**src/rtl/ssd_bcd_converter.sv**
```systemverilog
// Sequential binary-to-BCD converter (shift-and-add-3), one bit per cycle.
// Optional leading-zero blank mask enabled by defining SSD_LEADING_BLANK_EN.
module ssd_bcd_converter #(
    parameter int IN_W   = 13,
    parameter int DIGITS = 4
) (
    input  logic                  clk,
    input  logic                  rst,
    input  logic                  start,
    input  logic [IN_W-1:0]       num,
    output logic                  busy,
    output logic                  done,
    output logic [4*DIGITS-1:0]   bcd,
    output logic [DIGITS-1:0]     blank
);

    localparam int BW = 4 * DIGITS;
    localparam int CW = $clog2(IN_W + 1);

    typedef enum logic [1:0] {
        IDLE,
        SHIFT,
        FINISH
    } state_t;

    state_t          state_q, state_d;
    logic [IN_W-1:0] shift_q, shift_d;
    logic [BW-1:0]   scratch_q, scratch_d;
    logic [CW-1:0]   cnt_q, cnt_d;
    logic [BW-1:0]   bcd_q, bcd_d;
    logic            done_q, done_d;
    logic [BW-1:0]   adj;

    // Add-3 correction on every digit in parallel, ahead of the shift.
    for (genvar gi = 0; gi < DIGITS; gi++) begin : g_adj
        assign adj[4*gi +: 4] = (scratch_q[4*gi +: 4] >= 4'd5) ?
                                (scratch_q[4*gi +: 4] + 4'd3) :
                                scratch_q[4*gi +: 4];
    end

    always_comb begin
        state_d   = state_q;
        shift_d   = shift_q;
        scratch_d = scratch_q;
        cnt_d     = cnt_q;
        bcd_d     = bcd_q;
        done_d    = 1'b0;
        case (state_q)
            IDLE: begin
                if (start) begin
                    shift_d   = num;
                    scratch_d = '0;
                    cnt_d     = CW'(IN_W);
                    state_d   = SHIFT;
                end
            end
            SHIFT: begin
                {scratch_d, shift_d} = {adj, shift_q} << 1;
                cnt_d = cnt_q - 1'b1;
                if (cnt_q == CW'(1)) begin
                    state_d = FINISH;
                end
            end
            FINISH: begin
                bcd_d   = scratch_q;
                done_d  = 1'b1;
                state_d = IDLE;
            end
            default: state_d = IDLE;
        endcase
    end

    always_ff @(posedge clk or negedge rst) begin
        if (!rst) begin
            state_q   <= IDLE;
            shift_q   <= '0;
            scratch_q <= '0;
            cnt_q     <= '0;
            bcd_q     <= '0;
            done_q    <= 1'b0;
        end else begin
            state_q   <= state_d;
            shift_q   <= shift_d;
            scratch_q <= scratch_d;
            cnt_q     <= cnt_d;
            bcd_q     <= bcd_d;
            done_q    <= done_d;
        end
    end

    assign busy = (state_q == SHIFT);
    assign done = done_q;
    assign bcd  = bcd_q;

`ifdef SSD_LEADING_BLANK_EN
    logic [DIGITS-1:0] digit_zero;
    logic [DIGITS-1:0] blank_calc;
    logic [DIGITS-1:0] blank_q, blank_d;

    // Digit 0 is never blanked so a zero value still shows "0".
    for (genvar gi = 0; gi < DIGITS; gi++) begin : g_blank
        assign digit_zero[gi] = (scratch_q[4*gi +: 4] == 4'd0);
        if (gi == 0) begin : g_ones
            assign blank_calc[gi] = 1'b0;
        end else begin : g_upper
            assign blank_calc[gi] = &digit_zero[DIGITS-1:gi];
        end
    end

    always_comb begin
        blank_d = blank_q;
        if (state_q == FINISH) begin
            blank_d = blank_calc;
        end
    end

    always_ff @(posedge clk or negedge rst) begin
        if (!rst) begin
            blank_q <= '0;
        end else begin
            blank_q <= blank_d;
        end
    end

    assign blank = blank_q;
`else
    assign blank = '0;
`endif

endmodule
```
**config.mk**
```make
export PLATFORM = sky130hd
export DESIGN_NAME = ssd_bcd_converter
export DESIGN_NICKNAME = d
export VERILOG_FILES = /design/src/rtl/ssd_bcd_converter.sv
export SDC_FILE = /design/constraint.sdc
export NUM_CORES = 1
export LEC_CHECK = 0
export CAP_MARGIN = 20
export CORE_UTILIZATION = 55
export CTS_BUF_LIST = sky130_fd_sc_hd__clkbuf_4 sky130_fd_sc_hd__clkbuf_8
export DETAILED_ROUTE_END_ITERATION = 7
export PLACE_DENSITY_LB_ADDON = 0.1
export SYNTH_ARGS = -nofsm -noshare
export SYNTH_HDL_FRONTEND = slang
export SYNTH_SLANG_ARGS = --single-unit
```
**constraint.sdc**
```tcl
create_clock -name clk -period 1.6 [get_ports clk]
set_input_delay 0.16 -clock clk [delete_from_list [all_inputs] [get_ports clk]]
set_output_delay 0.16 -clock clk [all_outputs]
set_load 0.05 [all_outputs]
```
---- Word-level counts from Yosys, hierarchy flattened ----
Index checks and enable logic that the tools add are counted.
storage, ports and cells
  register bits ........................... 52
  input port bits ......................... 16
  output and inout bits ................... 22
  logic and storage cells ................. 38
cells by class
  add/subtract/negate cells ............... 5
  magnitude comparators ................... 4
  equality and inequality tests ........... 5
  mux-type cells .......................... 14
  reductions and logical operators ........ 4
operator list
  operator                                              count
  one-hot mux 16 bit (2 select lines)                   1
  one-hot mux 13 bit (2 select lines)                   1
  >= comparator 4 x 3 -> 1 bit (second input constant)  4
  two-way mux 16 bit                                    1
  two-way mux 4 bit                                     4
  two-way mux 13 bit                                    1
  adder 4 x 2 -> 4 bit (second input constant)          3
  one-hot mux 4 bit (2 select lines)                    1
  == test 4 x 1 -> 1 bit (second input constant)        1
  two-way mux 2 bit                                     2
  one-hot mux 2 bit (2 select lines)                    1
  AND reduction 2 bit                                   2
  subtractor 4 x 1 -> 4 bit (second input constant)     1
  adder 3 x 2 -> 3 bit (second input constant)          1
  two-way mux 3 bit                                     1
  == test 2 x 1 -> 1 bit (second input constant)        1
  == test 2 bit (second input constant)                 1
  logical NOT 2 bit                                     1
  != test 2 x 1 -> 1 bit (second input constant)        1
  != test 2 bit (second input constant)                 1
  nonzero test 2 bit                                    1
  two-way mux 1 bit                                     1

---- Depth between registers and ports, before layout ----
Gate-level depths: netlist (run 1).
  word-level depth ........................ 3
  mapped depth ............................ 7
  gate-level depth less buffers ........... 5

---- Worst setup path before layout (run 1) ----
No wires, ideal clock.
  kind .................................... register to register
  start point ............................. register scratch_q[4]
  end point ............................... register scratch_q[8]
  setup time .............................. 101 ps
  arrival time ............................ 1,204 ps
  data required time ...................... 1,499 ps
  slack ................................... 295 ps
  cell stages (with the launch flop) ...... 6
  buffers on the path ..................... 0
  clock period less this slack ............ 1,305 ps
  path through ............................ dfrtp_1 inv_1 ha_1 nor2b_1 o21a_1 o32ai_1
on the way
  longest elaborated chain between the ends .. 3
RTL lines
  item                                                                         RTL line  RTL
  start, declared                                                              28        logic [BW-1:0] scratch_q, scratch_d;
  start signal, assigned                                                       84        scratch_q <= scratch_d;
  adder 4 x 2 -> 4 bit / >= comparator 4 x 3 -> 1 bit (equally long branches)  37, 36
  two-way mux 4 bit *                                                          36        assign adj[4*gi +: 4] = (scratch_q[4*gi +: 4] >= 4'd5) ?
  one-hot mux 16 bit (2 select lines) *                                        48        case (state_q)
Mark *: on every way between the ends. The rest lies on a longest branch, timed or not.
A chain may end at the register's enable or synchronous reset.

---- Worst setup path in the final report (run 1) ----
  start point ............................. register scratch_q[8]
  end point ............................... register scratch_q[9]
Same word-level chain as after synthesis.

==> run metrics, run 1 <==
Ys Warns=0; worst hold slack=~0.31 ns; status=finished with violations; via/cell ratio=approximately 5.6; Mapped Avg Cell Area=just over 10 um2; CP required=~1.8 ns; Initial DRC Count=95; CP max stage cell=dfrtp_1; Post-Syn Area=approximately 2600 um2; Final ANT Viol Nets=0; Critical Path Start=scratch_q[8]; vias in the first global route=between 1.5k and 2k; worst hold path type=in -> async; CP max FO=4; RSZ-0062 raised after global routing=no; PortBufs=33; DIE HEIGHT=about 70 um; worst vdd ir=between 1 and 1.5 mV; H-tree Lvls=2; total CTS buffers=5; Clock Sinks=52; CP startpoint kind=flop; Finished Cell Area=3080 um2; period utilization=between 90 and 100%; Mapped Cells=between 200 and 300; sequential area share after synthesis=49.4%; RR Startpoint=scratch_q[8]; PwrDens=roughly 1900 nW/um2; Hold Fails Final Rpt=0; FFs w/ async S/R, synth=100%; 1st-pass router iterations=6; cell row count=24; max incr delay on CP=around 0.4 ns; worst slack at placement=about 0.12 ns; library cells used by synthesis=39; Worst Skew=between 0.006 and 0.007 ns; worst setup margin=~0.13 ns; die area=a little over 5000 um2; core region area=approximately 4500 um2; FMAX=approximately 0.68 GHz; number of flops mapped to enable cells by yosys=0; deepest clock path buffer count=2; routed len/inst=around 14 um; Setup Viol. Count Final=0; max-cap violation count=0; Synth area leader=dfrtp_1; cell-by-cell listing of the critical path=inv_1, ha_1, nor2b_1, o21a_1, o221ai_1; dpl cell area=a little under 3000 um2; GRT Overall Usage=between 20% and 30%; sum of buffers and inverters on the critical path=1; Root Buffer=clkbuf_8; max-slew violations=0; total number of vias=slightly below 2k; Final Critical Period=around 1.5 ns; final WL=approximately 5 mm; Crit. End Element=flop; P&R area growth vs syn=17.1%; Initial Utilization=between 50 and 60%; largest net degree at the start of global routing=37; setup TNS=0 ns; layout cells sized above 1=between 10% and 20%; Leakage=1.41 nW; post-synth top area share=between 40 and 50%; # diodes=0; Area contributors post-synth=dfrtp_1, ha_1, o21ai_0, nor2b_1, nand2_1; most common flop cell mapped by yosys=dfrtp_1; Worst Path Arrival=around 1.6 ns; Crit Path Category=reg -> reg; global route overflow=0; Die Span X=approximately 71 um; Clock Latency Late Sink=slightly above 0.3 ns; Net count, final=325; global-route wire length before repair=8.60 mm; Final HPWL DP=approximately 3.4 mm; Seq cells post-synth=52; Largest delay share family, worst path=flip-flops; CTS tree=done; DRC violations left=3; initial antenna violation count=0; io pins=38; routability cong.=around 0.83; violated checks=design-rule violations; CTS clk-pin slew, worst paths=approximately 0.090 ns
-- cells in the mapped netlist, types with 2 or more instances --
cell type	count
a32o_1	4
buf_6	3
a21oi_1	15
ha_1	10
dfrtp_1	52
nand2b_1	6
o21a_1	4
o31ai_1	4
o32ai_1	3
o21ai_1	11
xnor2_1	3
clkbuf_2	2
o221ai_1	4
o211ai_1	4
o2111ai_1	8
buf_4	6
a22oi_1	11
clkbuf_1	3
buf_2	3
nor2b_1	17
inv_1	19
nor2_1	3
o21ai_0	24
nand2_1	27
-- repair_timing --
action                                 4_1_cts  5_1_grt
buffers inserted                             0        2
endpoints found under the hold margin       16        0
setup endpoints to repair                    0        1
gates resized for setup                      0        2
hold buffers                                 1        0
-- worst paths after layout --
check	cells after the start	end	slack, ns
worst max-delay path	5	scratch_q[9]	0.13
worst min-delay path	2	done	0.31
worst max register to register	5	scratch_q[9]	0.13
worst min register to register	2	bcd[8]	0.48
max in group asynchronous	3	state_q[0]	0.75
min in group clk	3	shift_q[5]	0.47
-- flip-flops by register name, indices dropped and copies added, names as in the netlist --
register	count
cnt_q	4
state_q	2
bcd	16
scratch_q	16
done	1
shift_q	13
-- per-stage QoR --
| step | power [W] | std cells | util (%) |
|---|---|---|---|
| after floorplan | 0.00433 | 264 | - |
| after global placement | 0.00495 | 341 | 66.1 |
| after detailed placement | 0.00503 | 341 | 66.1 |
| after CTS | 0.00580 | 350 | 68.4 |
| after global routing | 0.00622 | 352 | 68.9 |
| final | 0.00579 | 352 | 68.9 |
-- cell type report --
type | count | area (um2)
Sequential cell | 52 | 1300
Clock buffer | 6 | 82.6
Fill cell | 381 | 1390
Tap cell | 52 | 65.1
Multi-Input combinational cell | 173 | 1110
Timing Repair Buffer | 47 | 425
Clock inverter | 2 | 10.0
Inverter | 20 | 87.6
-- report_power, final --
part | switching [W] | total (W) | internal, W | leakage [nW]
Clock | 0.000417 | 0.000762 | 0.000346 | 0.0510
Combinational | 0.00174 | 0.00285 | 0.00111 | 0.681
Sequential | 0.000363 | 0.00218 | 0.00181 | 0.682
Total | 0.00252 | 0.00579 | 0.00327 | 1.41
-- kinds of logic (layout without fill, tap and decap cells) --
kind of cell | count (synthesis) | count (layout) | synth area share [%]
multiplexers | 1 | 1 | 0.380
other | 1 | 4 | 0.142
flip-flops | 52 | 52 | 49.4
adder cells (fa/ha/maj) | 10 | 10 | 4.75
XOR/XNOR | 3 | 3 | 0.998
buffers and inverters | 39 | 75 | 8.84
AO/OA/AOI/OAI | 97 | 97 | 24.2
AND/OR/NAND/NOR | 58 | 58 | 11.3
-- cells in the final DEF, fill, tap and decap left out, types with 2 or more instances in the layout --
master,n
ha_1,10
o211ai_1,4
nand2_1,27
clkdlybuf4s50_1,14
o31ai_1,4
o21a_1,4
inv_1,19
o2111ai_1,8
clkinv_2,2
nand2b_1,6
o32ai_1,3
buf_4,28
o21ai_1,11
nor2_1,3
conb_1,4
dfrtp_1,51
xnor2_1,3
a21oi_1,15
clkbuf_8,6
buf_12,3
a32o_1,4
o21ai_0,24
nor2b_1,17
a22oi_1,11
o221ai_1,4
-- layer usage --
metal | part of all wire (%) | wire length (um) | global-route usage [%]
met1 | 50 | 2520 | 31.4
met2 | 44 | 2180 | 32.9
met3 | 4.6 | 229 | 4.27
met4 | 1.4 | 68 | 7.33
met5 | 0 | 0 | 0
No activity file was read; power rests on OpenSTA's default activity.
==> run 2: changes to the inputs <==
- ABC_CLOCK_PERIOD_IN_PS: unset -> 1340
- CORE_UTILIZATION: 55 -> 51
- clock period: 1.6 -> 1.34 ns (I/O delays scaled with it)
==> run metrics, run 2 (synthesis results as in run 1) <==
status=completed; Final ANT Viol Nets=0; NetSw=approximately 0.0036 W; global route overflow=0; die area=between 5000 and 6000 um2; max-cap violation count=0; worst vdd ir=between 1 and 1.5 mV; setup TNS=0 ns; Setup Viol. Count Final=0; RSZ-0062 raised after global routing=yes; vias in the first global route=2209; RR Startpoint=scratch_q[1]; final WL=~6.5 mm; Root Buffer=clkbuf_8; commonest cells after routing, fill and taps aside=dfrtp_1, buf_4, nand2_1, o21ai_0, buf_12; Hold Fails Final Rpt=0; CP required=roughly 1.6 ns; Sw Share=between 40% and 50%; DRC violations left=0; total CTS buffers=5; worst reg2reg path depth=5; DIE HEIGHT=around 74 um; worst hold slack=roughly 0.34 ns; Seq pwr share=roughly 31%; deepest clock path buffer count=2; CP startpoint kind=flop; largest net degree at the start of global routing=53; 1st-pass router iterations=4; max-slew violations=0; cell row count=25; Final Critical Period=1.33 ns; GRT Overall Usage=around 26%; reg-to-reg endpoint=scratch_q[4]; PortBufs=33; io pins=38; global-route wire length before repair=between 10 and 15 mm; Worst Path Arrival=approximately 1.6 ns; most common cell after layout, fill and taps aside=dfrtp_1; worst hold path type=in -> async; FMAX=roughly 0.75 GHz; Die Span X=about 74 um; initial antenna violation count=0; routed len/inst=16.4 um; Leakage=1.64 nW; layout cells sized above 1=29.8%; CTS clk-pin slew, worst paths=~0.1 ns; Net count, final=between 300 and 400; combinational fraction of design power=between 50% and 60%; Crit Path Category=reg -> reg; Initial Utilization=between 50% and 60%; # diodes=0; flop-to-flop setup slack=0.007 ns; power share of the clock group=approximately 11%; total internal power=0.00509 W; routability cong.=a little under 0.8; H-tree Lvls=2; PwrDens=2340 nW/um2; Initial DRC Count=between 100 and 150; core region area=between 4000 and 5000 um2; Final HPWL DP=about 4.2 mm; Clock Latency Late Sink=0.32 ns; Worst Skew=around 0.011 ns; total power=roughly 0.0087 W; period utilization=roughly 100%; P&R area growth vs syn=41.4%; total number of vias=roughly 2.3k; via/cell ratio=around 5.7; Clock Sinks=52; Crit. End Element=flop; CP max FO=3; CTS tree=done
run 2: worst max-delay path by stage:
| stage | startpoint | to | slack (ns) | cells after the start |
|---|---|---|---|---|
| after global routing | state_q[1] | busy | -0.02 | 3 |
| after global placement | start | scratch_q[11] | -0.12 | 4 |
| after detailed placement | start | scratch_q[15] | -0.14 | 4 |
| after floorplan | scratch_q[4] | scratch_q[8] | 0.04 | 5 |
| after CTS | state_q[1] | busy | -0.01 | 3 |
| final | scratch_q[1] | scratch_q[4] | 0.007 | 5 |
run 2: metrics by stage:
step / worst slack, ns / utilization (%) / instance area (um2) / instances
2_1_floorplan: 0.0353 / - / 2640 / 264
3_3_place_gp: -0.116 / 69.0 / 3340 / 373
3_5_place_dp: -0.141 / 69.0 / 3340 / 373
4_1_cts: -0.0134 / 73.2 / 3550 / 390
5_1_grt: -0.0239 / 76.8 / 3720 / 396
6_report: 0.00659 / 76.8 / 3720 / 396
run 2: timing repair:
item                       CTS  global route
hold endpoints to repair    52             0
setup endpoints to repair    8            14
pin swaps                    4             6
setup buffers                7             6
gates cloned                 1             0
resized for setup           11            24
hold buffers                 1             0
run 2: final cells by class:
class / count / area (um2)
multi-input combinational: 173 / 1260
tap: 67 / 83.8
clock inverter: 1 / 7.51
timing repair buffer: 75 / 886
sequential: 52 / 1300
inverter: 20 / 87.6
clock buffer: 7 / 90.1
timing repair inverter: 1 / 8.76
fill: 324 / 1130
run 2: worst max-delay path: stages (launching register included):
cell,delay (ns)
dfrtp_1,0.38
inv_2,0.08
ha_4,0.16
nor2b_4,0.13
o21a_4,0.21
o32ai_4,0.28
run 2: power by group through the flow:
stage	clock network, W	logic [W]	registers [W]
after detailed placement	0	0.00419	0.00273
after floorplan	0	0.00200	0.00317
after global placement	0	0.00406	0.00269
after CTS	0.000981	0.00446	0.00269
final	0.000975	0.00500	0.00272
after global routing	0.00106	0.00538	0.00279
run 2: routing by layer:
metal,GRT usage [%],vias to the layer above,share of wire [%]
met5,0,-,0
met4,9.62,0,1.5
met3,5.35,9,4.7
met2,42.8,69,50
met1,33.0,1128,44
li1,-,1045,-
